===== config.mk =====
export PLATFORM = sky130hd
export DESIGN_NAME = rect_fill
export DESIGN_NICKNAME = d
export VERILOG_FILES = /design/src/rtl/vga_draw_pkg.sv /design/src/rtl/raster_step.sv /design/src/rtl/rect_fill.sv
export SDC_FILE = /design/constraint.sdc
export NUM_CORES = 1
export LEC_CHECK = 0
export BUFFER_PORTS_ARGS = -buffer_cell sky130_fd_sc_hd__clkbuf_2
export CAP_MARGIN = 10
export CORE_MARGIN = 4
export CORE_UTILIZATION = 50
export DETAILED_ROUTE_END_ITERATION = 8
export GPL_TIMING_DRIVEN = 1
export PLACE_DENSITY = 0.73
export REMOVE_ABC_BUFFERS = 1
export SYNTH_ARGS = -nofsm -noshare
export SYNTH_HDL_FRONTEND = slang
export SYNTH_SLANG_ARGS = --single-unit
export TNS_END_PERCENT = 1

===== constraint.sdc =====
create_clock -name clk -period 2.1 [get_ports clk]
set_clock_uncertainty 0.15 [all_clocks]
set_input_delay 0.315 -clock clk [delete_from_list [all_inputs] [get_ports clk]]
set_output_delay 0.315 -clock clk [all_outputs]
set_load 0.02 [all_outputs]

===== src/rtl/vga_draw_pkg.sv =====
// Shared encodings for the rectangle drawing engine: request modes and FSM states.
package vga_draw_pkg;

    localparam logic [1:0] MODE_FILL    = 2'b00;
    localparam logic [1:0] MODE_OUTLINE = 2'b01;
    localparam logic [1:0] MODE_CLEAR   = 2'b10;
    localparam logic [1:0] MODE_RSVD    = 2'b11;

    localparam logic [1:0] ST_IDLE = 2'b00;
    localparam logic [1:0] ST_SCAN = 2'b01;
    localparam logic [1:0] ST_DONE = 2'b10;

endpackage


===== src/rtl/raster_step.sv =====
// Raster x/y stepper: holds the current pixel and the region bounds, walks rows
// left to right and, in outline mode, skips straight to the right edge on interior rows.
module raster_step #(
    parameter int X_W = 8,
    parameter int Y_W = 7
) (
    input  logic           clk_i,
    input  logic           resetn_i,
    input  logic           load_i,
    input  logic           step_i,
    input  logic           outline_i,
    input  logic [X_W:0]   x_start_i,
    input  logic [X_W:0]   x_end_i,
    input  logic [Y_W:0]   y_start_i,
    input  logic [Y_W:0]   y_end_i,
    output logic [X_W-1:0] x_o,
    output logic [Y_W-1:0] y_o,
    output logic           last_o
);

    localparam logic [X_W:0] X_ONE = (X_W+1)'(1);
    localparam logic [Y_W:0] Y_ONE = (Y_W+1)'(1);

    logic [X_W:0] x_q, x_d, x0_q, xe_q;
    logic [Y_W:0] y_q, y_d, y0_q, ye_q;
    logic         row_end_s, edge_row_s;

    // Next pixel position: load a new origin or advance one step in raster order.
    always_comb begin
        x_d        = x_q;
        y_d        = y_q;
        row_end_s  = (x_q == xe_q);
        edge_row_s = (y_q == y0_q) || (y_q == ye_q);
        if (load_i) begin
            x_d = x_start_i;
            y_d = y_start_i;
        end else if (step_i) begin
            if (row_end_s) begin
                x_d = x0_q;
                y_d = y_q + Y_ONE;
            end else if (outline_i && !edge_row_s && (x_q == x0_q)) begin
                // Interior outline row: only the two edge pixels are drawn.
                x_d = xe_q;
                y_d = y_q;
            end else begin
                x_d = x_q + X_ONE;
                y_d = y_q;
            end
        end else begin
            x_d = x_q;
            y_d = y_q;
        end
    end

    // Position and bound registers.
    always_ff @(posedge clk_i or negedge resetn_i) begin
        if (!resetn_i) begin
            x_q  <= '0;
            y_q  <= '0;
            x0_q <= '0;
            y0_q <= '0;
            xe_q <= '0;
            ye_q <= '0;
        end else begin
            x_q <= x_d;
            y_q <= y_d;
            if (load_i) begin
                x0_q <= x_start_i;
                y0_q <= y_start_i;
                xe_q <= x_end_i;
                ye_q <= y_end_i;
            end
        end
    end

    assign x_o    = x_q[X_W-1:0];
    assign y_o    = y_q[Y_W-1:0];
    assign last_o = row_end_s && (y_q == ye_q);

endmodule


===== src/rtl/rect_fill.sv =====
// Rectangle fill / outline / clear-screen pixel generator with ready backpressure.
module rect_fill
    import vga_draw_pkg::*;
#(
    parameter int SCREEN_W = 160,
    parameter int SCREEN_H = 120,
    parameter int X_W      = 8,
    parameter int Y_W      = 7,
    parameter int COLOR_W  = 3
) (
    input  logic               clk,
    input  logic               resetn,
    input  logic               start,
    input  logic [1:0]         mode,
    input  logic [X_W-1:0]     x0,
    input  logic [Y_W-1:0]     y0,
    input  logic [X_W-1:0]     w,
    input  logic [Y_W-1:0]     h,
    input  logic [COLOR_W-1:0] color_in,
    input  logic               ready,
    output logic [X_W-1:0]     x_out,
    output logic [Y_W-1:0]     y_out,
    output logic [COLOR_W-1:0] color_out,
    output logic               plot,
    output logic               busy,
    output logic               done
);

    localparam logic [X_W:0] SCR_W = (X_W+1)'(SCREEN_W);
    localparam logic [Y_W:0] SCR_H = (Y_W+1)'(SCREEN_H);
    localparam logic [X_W:0] X_ONE = (X_W+1)'(1);
    localparam logic [Y_W:0] Y_ONE = (Y_W+1)'(1);

    logic [1:0]         state_q, state_d;
    logic [1:0]         mode_q;
    logic [COLOR_W-1:0] color_q, color_d;
    logic               plot_q, busy_q, done_q;
    logic [X_W:0]       rx0_s, rw_s, avail_x_s, w_eff_s, x_end_s;
    logic [Y_W:0]       ry0_s, rh_s, avail_y_s, h_eff_s, y_end_s;
    logic               region_empty_s, load_s, step_s, last_s;

    // Region selection and clipping against the screen, one bit wider than coordinates.
    always_comb begin
        if (mode == MODE_CLEAR) begin
            rx0_s   = '0;
            ry0_s   = '0;
            rw_s    = SCR_W;
            rh_s    = SCR_H;
            color_d = '0;
        end else begin
            rx0_s   = {1'b0, x0};
            ry0_s   = {1'b0, y0};
            rw_s    = {1'b0, w};
            rh_s    = {1'b0, h};
            color_d = color_in;
        end
        avail_x_s = SCR_W - rx0_s;
        avail_y_s = SCR_H - ry0_s;
        if (rw_s < avail_x_s) begin
            w_eff_s = rw_s;
        end else begin
            w_eff_s = avail_x_s;
        end
        if (rh_s < avail_y_s) begin
            h_eff_s = rh_s;
        end else begin
            h_eff_s = avail_y_s;
        end
        region_empty_s = (rx0_s >= SCR_W) || (ry0_s >= SCR_H) ||
                         (w_eff_s == '0) || (h_eff_s == '0);
        x_end_s = rx0_s + w_eff_s - X_ONE;
        y_end_s = ry0_s + h_eff_s - Y_ONE;
    end

    assign load_s = (state_q == ST_IDLE) && start;
    assign step_s = (state_q == ST_SCAN) && ready;

    // Control FSM.
    always_comb begin
        state_d = state_q;
        case (state_q)
            ST_IDLE: begin
                if (start) begin
                    state_d = region_empty_s ? ST_DONE : ST_SCAN;
                end else begin
                    state_d = ST_IDLE;
                end
            end
            ST_SCAN: begin
                if (ready && last_s) begin
                    state_d = ST_DONE;
                end else begin
                    state_d = ST_SCAN;
                end
            end
            ST_DONE: state_d = ST_IDLE;
            default: state_d = ST_IDLE;
        endcase
    end

    // State, request latch and registered status outputs.
    always_ff @(posedge clk or negedge resetn) begin
        if (!resetn) begin
            state_q <= ST_IDLE;
            mode_q  <= MODE_FILL;
            color_q <= '0;
            plot_q  <= 1'b0;
            busy_q  <= 1'b0;
            done_q  <= 1'b0;
        end else begin
            state_q <= state_d;
            if (load_s) begin
                mode_q  <= mode;
                color_q <= color_d;
            end
            plot_q <= (state_d == ST_SCAN);
            busy_q <= (state_d != ST_IDLE);
            done_q <= (state_d == ST_DONE);
        end
    end

    raster_step #(
        .X_W(X_W),
        .Y_W(Y_W)
    ) u_raster (
        .clk_i     (clk),
        .resetn_i  (resetn),
        .load_i    (load_s),
        .step_i    (step_s),
        .outline_i (mode_q == MODE_OUTLINE),
        .x_start_i (rx0_s),
        .x_end_i   (x_end_s),
        .y_start_i (ry0_s),
        .y_end_i   (y_end_s),
        .x_o       (x_out),
        .y_o       (y_out),
        .last_o    (last_s)
    );

    assign color_out = color_q;
    assign plot      = plot_q;
    assign busy      = busy_q;
    assign done      = done_q;

endmodule


---- After elaboration in Yosys (flattened, before gate mapping) ----
Index checks and enable logic that the tools add are counted.
Widths: inputs -> output; s select.
storage, ports and cells
  register bits ........................... 61
  bits of input ports ..................... 39
  output and inout bits ................... 21
  word-level logic and storage cells ...... 69
cells by class
  add/sub/neg operators ................... 8
  $lt $le $gt $ge ......................... 4
  equal/unequal tests ..................... 9
  mux-type cells .......................... 18
  reductions and logical operators ........ 18
operators with widths
  operator             count
  $mux 8               6
  $mux 9               5
  $eq 9x9->1           2
  $eq 8x8->1           2
  $mux 7               2
  $add 9x1->9 const B  1
  $add 9x9->9          1
  $ge 9x8->1 const B   1
  $logic_not 9->1      1
  $lt 9x9->1           1
  $sub 8x9->9 const A  1
  $sub 9x1->9 const B  1
  $add 8x1->8 const B  1
  $add 8x8->8          1
  $ge 8x7->1 const B   1
  $logic_not 8->1      1
  $lt 8x8->1           1
  $sub 7x8->8 const A  1
  $sub 8x1->8 const B  1
  $eq 2x1->1 const B   3
  $logic_and 1x1->1    6
  $mux 2               3
  $reduce_bool 2->1    3
  $eq 2x2->1 const B   2
  6 further kinds      9

---- Logic depth before layout (Yosys ltp) ----
  depth in word-level cells ............... 12
  depth in mapped cells ................... 29
  depth with buffers taken out ............ 25

---- By module ----
A second synthesis with hierarchy kept.
second synthesis, totals
  cells, all modules ...................... 618
  area total of the unflattened synthesis .. 5281.3 um^2
modules (own cells, without submodules)
  module       times used  cells an instance  area each (um^2)  sequential area each (um^2)
  raster_step  1           284                2905.3            1276.2
  rect_fill    1           334                2376.0            250.2

---- Worst setup path after synthesis ----
Ideal clock, no wire load.
  path type ............................... input port to flip-flop
  start point ............................. in mode[0]
  end point ............................... reg u_raster.ye_q[7]
  setup time .............................. 0.095 ns
  arrival ................................. 4.917 ns
  required time ........................... 1.855 ns
  path slack .............................. -3.062 ns
  stages on the path ...................... 29
  path buffers ............................ 4
  cell sequence ........................... nand2b_1 > buf_4 > clkbuf_1 > clkbuf_1 > nand2_1 > ha_1 > nand2b_1 > nand2_1 > xor2_1 > nor2_1 > ha_1 > a2111oi_0 > o21ai_0 > o21a_1 > o21a_1 > clkbuf_1 > mux2_2 > nand2_1 > ha_1 > inv_1 > ha_1 > inv_1 > fa_1 > nor2b_1 > o21ai_0 > a21oi_1 > o21ai_0 > nor3b_1 > o31ai_1
on the way
  longest elaborated chain between the ends .. 7
  elaborated cells on any way between the ends .. 8
  classes of those cells .................. add/sub (3); order compare (1); eq/ne (1); mux (3)
RTL lines
  element               line               source
  start, declared       rect_fill.sv:14    input logic [1:0] mode,
  $eq 2x2->1 *          rect_fill.sv:44    if (mode == MODE_CLEAR) begin
  $mux 7                rect_fill.sv:44
  $sub 7x8->8           rect_fill.sv:58    avail_y_s = SCR_H - ry0_s;
  $lt 8x8->1            rect_fill.sv:64    if (rh_s < avail_y_s) begin
  $mux 8                rect_fill.sv:64
  $add 8x8->8 *         rect_fill.sv:72    y_end_s = ry0_s + h_eff_s - Y_ONE;
  $sub 8x1->8 *         rect_fill.sv:72
  end signal, assigned  raster_step.sv:71  ye_q <= y_end_i;
  end, declared         raster_step.sv:25  logic [Y_W:0] y_q, y_d, y0_q, ye_q;
Mark *: on every way between the ends. The rest lies on a longest branch, timed or not.
A chain may end at the register's enable or synchronous reset.

---- Final worst setup path ----
  start point ............................. in x0[0]
  end point ............................... reg u_raster.xe_q[8]
on the way
  longest elaborated chain between the ends .. 6
RTL lines
  element               line               source
  start, declared       rect_fill.sv:15    input logic [X_W-1:0] x0,
  $mux 8 *              rect_fill.sv:44
  $sub 8x9->9           rect_fill.sv:57    avail_x_s = SCR_W - rx0_s;
  $lt 9x9->1            rect_fill.sv:59    if (rw_s < avail_x_s) begin
  $mux 9                rect_fill.sv:59
  $add 9x9->9 *         rect_fill.sv:71    x_end_s = rx0_s + w_eff_s - X_ONE;
  $sub 9x1->9 *         rect_fill.sv:71
  end signal, assigned  raster_step.sv:70  xe_q <= x_end_i;
  end, declared         raster_step.sv:24  logic [X_W:0] x_q, x_d, x0_q, xe_q;
Marked as above.

==> impl_metrics.toml <==
[global_routing]
grt_usage_pct = 25.2
grt_start_max_net_pins = 76
overflow = 0
grt_pass1_wl_mm = 23.7
grt_pass1_vias = 5069
antenna_found_initial = 0

[power_and_ir_drop]
power.leakage_nw = 3.32
p_int_mw = 4.31
irDropWorstVdd_mv = 0.546
pwr_density_cell_mw_per_mm2 = 1110
power.share.clock_pct = 15.9
p_comb_share_pct = 54.7
power.switching_mw = 3.06
power_switching_share_pct = 41.5
pwr-share-seq_pct = 29.4

[yosys]
async_flop_share_pct = 100
yosys_register_bits = 59
yosysTopAreaCellShare_pct = 29.2
synth_ff_type = "dfrtp_1"
netlist_area_mm2 = 0.00506
ys_seq_area_share_pct = 29.2
synth_area_leader_cell = "dfrtp_1"
avgSynthCellArea_um2 = 8.17
yosysUniqueCellTypes = 61
yosys-top-cells-count = "84 x nand2_1, 59 x dfrtp_1, 55 x o21ai_0"
yosysMostFrequentCell = "nand2_1"
netlist_instances = 619
synth_warnings = 0
synth.area.top_cells = "dfrtp_1 29%, ha_1 10%, nand2_1 6.2%, o21ai_0 5.4%, xnor2_1 5.2%"
synth_edf_count = 0

[run]
drv_cap = 0

[floorplanning]
chipWidth_um = 109
initial_utilization_pct = 51.5
fp-row-count = 36
die_h_um = 109
fp.coreArea_mm2 = 0.00982
die_area_mm2 = 0.0118
ios = 60

[layout]
antenna_cells = 0
drive_gt1_share_pct = 32.1
fillers = 813
seqCellArea_mm2 = 0.00148
fin_cells = 905
multiInputGateArea_mm2 = 0.00335
syn_to_final_growth_pct = 32.0
final_nets = 850

[timing]
finalCritPeriodShare_pct = 209
setup_ws_ns = -2.30
slew_headroom_pct = 55.4
fmax_ghz = 0.227
rsz0062_at_grt = "yes"
hold_violations = 0
setup-violations-final = 21
drv_slew = 0
worstMarginPinSlew_ns = 0.667
layout_min_cycle_time_ns = 4.40

[worst_setup_path]
crit_path_start_kind = "input pin"
cp_data_required_time_ns = 2.23
worstPathMaxFanout = 5
endpoint_kind = "register"
r2r-start = "u_raster.y_q[2]"
crit_path_start = "x0[0]"
crit_arrival_ns = 4.53
crit_type = "input pin to register"

[detailed_routing]
ant_nets = 0
avgRoutedWirePerCell_um = 15.6
first_iter_violations = 298
drt_wl_total_mm = 14.1
viasPerCell = 5.55
first_pass_iters = 5
drc = 0
vias = 5020

[clock_network]
clk_latency_ns = 0.34
htree_levels = 3
cts_tree = "done"
clockBufferDepth = 2
cts_root_buf = "clkbuf_8"
clock-sinks = 59
clk_pin_slew_ns = 0.06
cts_made_buffers = 9

[placed_design]
dpl.hpwl_mm = 10.9
place_ws_ns = -2.87
io_buffers = 59
gp_congestion = 0.959
placed_cells = 882

[status]
status = "complete, but fails checks"
violations = "negative setup slack"

[worst_hold_path]
hold_path_class = "input pin to register"
hold_start = "color_in[0]"
## cell families after synthesis
| logic type | Yosys count | synth area share [%] |
|---|---|---|
| AND/OR/NAND/NOR | 212 | 20.2 |
| flip-flops | 59 | 29.2 |
| buffers and inverters | 88 | 8.14 |
| adder cells (fa/ha/maj) | 44 | 11.2 |
| AO/OA/AOI/OAI | 146 | 18.7 |
| XOR/XNOR | 55 | 9.52 |
| multiplexers | 15 | 3.04 |
## final cells by class
cell class / count / area share, %
clock buffer: 12 / 2.32
clock inverter: 4 / 1.09
inverter: 38 / 2.14
multi-input combinational: 472 / 50.1
sequential: 59 / 22.2
tap: 133 / 2.49
timing repair buffer: 187 / 19.7
## cell usage in the layout (no fill, tap or decap), types with 11 or more instances in the layout
master / netlist / final
a21oi_1: 23 / 18
buf_4: 17 / 122
clkbuf_2: 0 / 58
clkbuf_8: 0 / 12
dfrtp_1: 59 / 56
ha_1: 42 / 37
inv_1: 38 / 36
mux2i_1: 12 / 11
nand2_1: 84 / 82
nand3_1: 25 / 22
nor2_1: 30 / 30
o21ai_0: 55 / 46
xnor2_1: 30 / 28
xor2_1: 25 / 25
## flip-flops by register name (all words and copies together) (netlist names)
register / cells
u_raster.x0_q: 8
done: 1
u_raster.xe_q: 9
mode_q: 2
u_raster.x_q: 9
u_raster.ye_q: 8
u_raster.y0_q: 7
busy: 1
u_raster.y_q: 8
color_out: 3
state_q: 2
plot: 1
## path summary, 6_finish.rpt
path | cells after the start | slack (ns) | endpoint
max | 21 | -2.30 | u_raster.xe_q[8]
min | 3 | 0.04 | color_out[0]
max reg2reg | 7 | 0.03 | u_raster.x_q[2]
min reg2reg | 2 | 0.32 | color_out[1]
max in group asynchronous | 3 | 1.15 | u_raster.x_q[7]
min in group asynchronous | 3 | 0.37 | u_raster.ye_q[7]
## routing by layer
metal | GRT usage, % | routed length (µm) | vias to the layer above
met5 | 0 | 0 | -
li1 | - | - | 2447
met4 | 9.02 | 229 | 0
met1 | 32.6 | 6220 | 2383
met3 | 2.81 | 677 | 22
met2 | 43.6 | 7010 | 168
## worst max-delay path, stage by stage
cell	delay [ns]
clkbuf_2	0.10
or4_4	0.53
or2_4	0.29
a21oi_2	0.14
xor2_1	0.15
nor2_1	0.08
ha_1	0.27
nor2_1	0.04
a31oi_1	0.19
nand2_1	0.14
a21oi_4	0.25
nand2_2	0.09
buf_4	0.15
o211ai_1	0.35
ha_1	0.32
a21o_1	0.19
a21oi_2	0.16
o21bai_1	0.12
a211o_1	0.29
a211o_1	0.27
nand3_1	0.08
## stage by stage
step	area [µm²]	power, mW	utilization, %	hold WS, ns	setup TNS, ns
3_5_place_dp	6200	5.90	63.1	0.196	-44.26
3_3_place_gp	6200	5.74	63.1	0.191	-42.21
6_report	6680	7.38	68.0	0.0390	-32.76
2_1_floorplan	4790	4.36	-	-0.131	-54.92
4_1_cts	6620	7.27	67.4	0.0282	-32.42
5_1_grt	6680	7.94	68.0	0.0395	-36.79
## power groups by stage
stage                     Combinational (mW)  Clock (mW)  Sequential, mW
after detailed placement                3.74           0            2.16
after floorplan                         2.04           0            2.32
after global placement                  3.62           0            2.12
final                                   4.03        1.18            2.17
after global routing                    4.46        1.24            2.23
after CTS                               3.94        1.19            2.14
## timing repair
item	in CTS	in global routing
endpoints found under the hold margin	59	0
gates resized for setup	36	17
hold buffers	1	0
setup buffers	6	0
pin swaps	23	5
setup endpoints to repair	24	37
(Power assumes the default switching activity.)
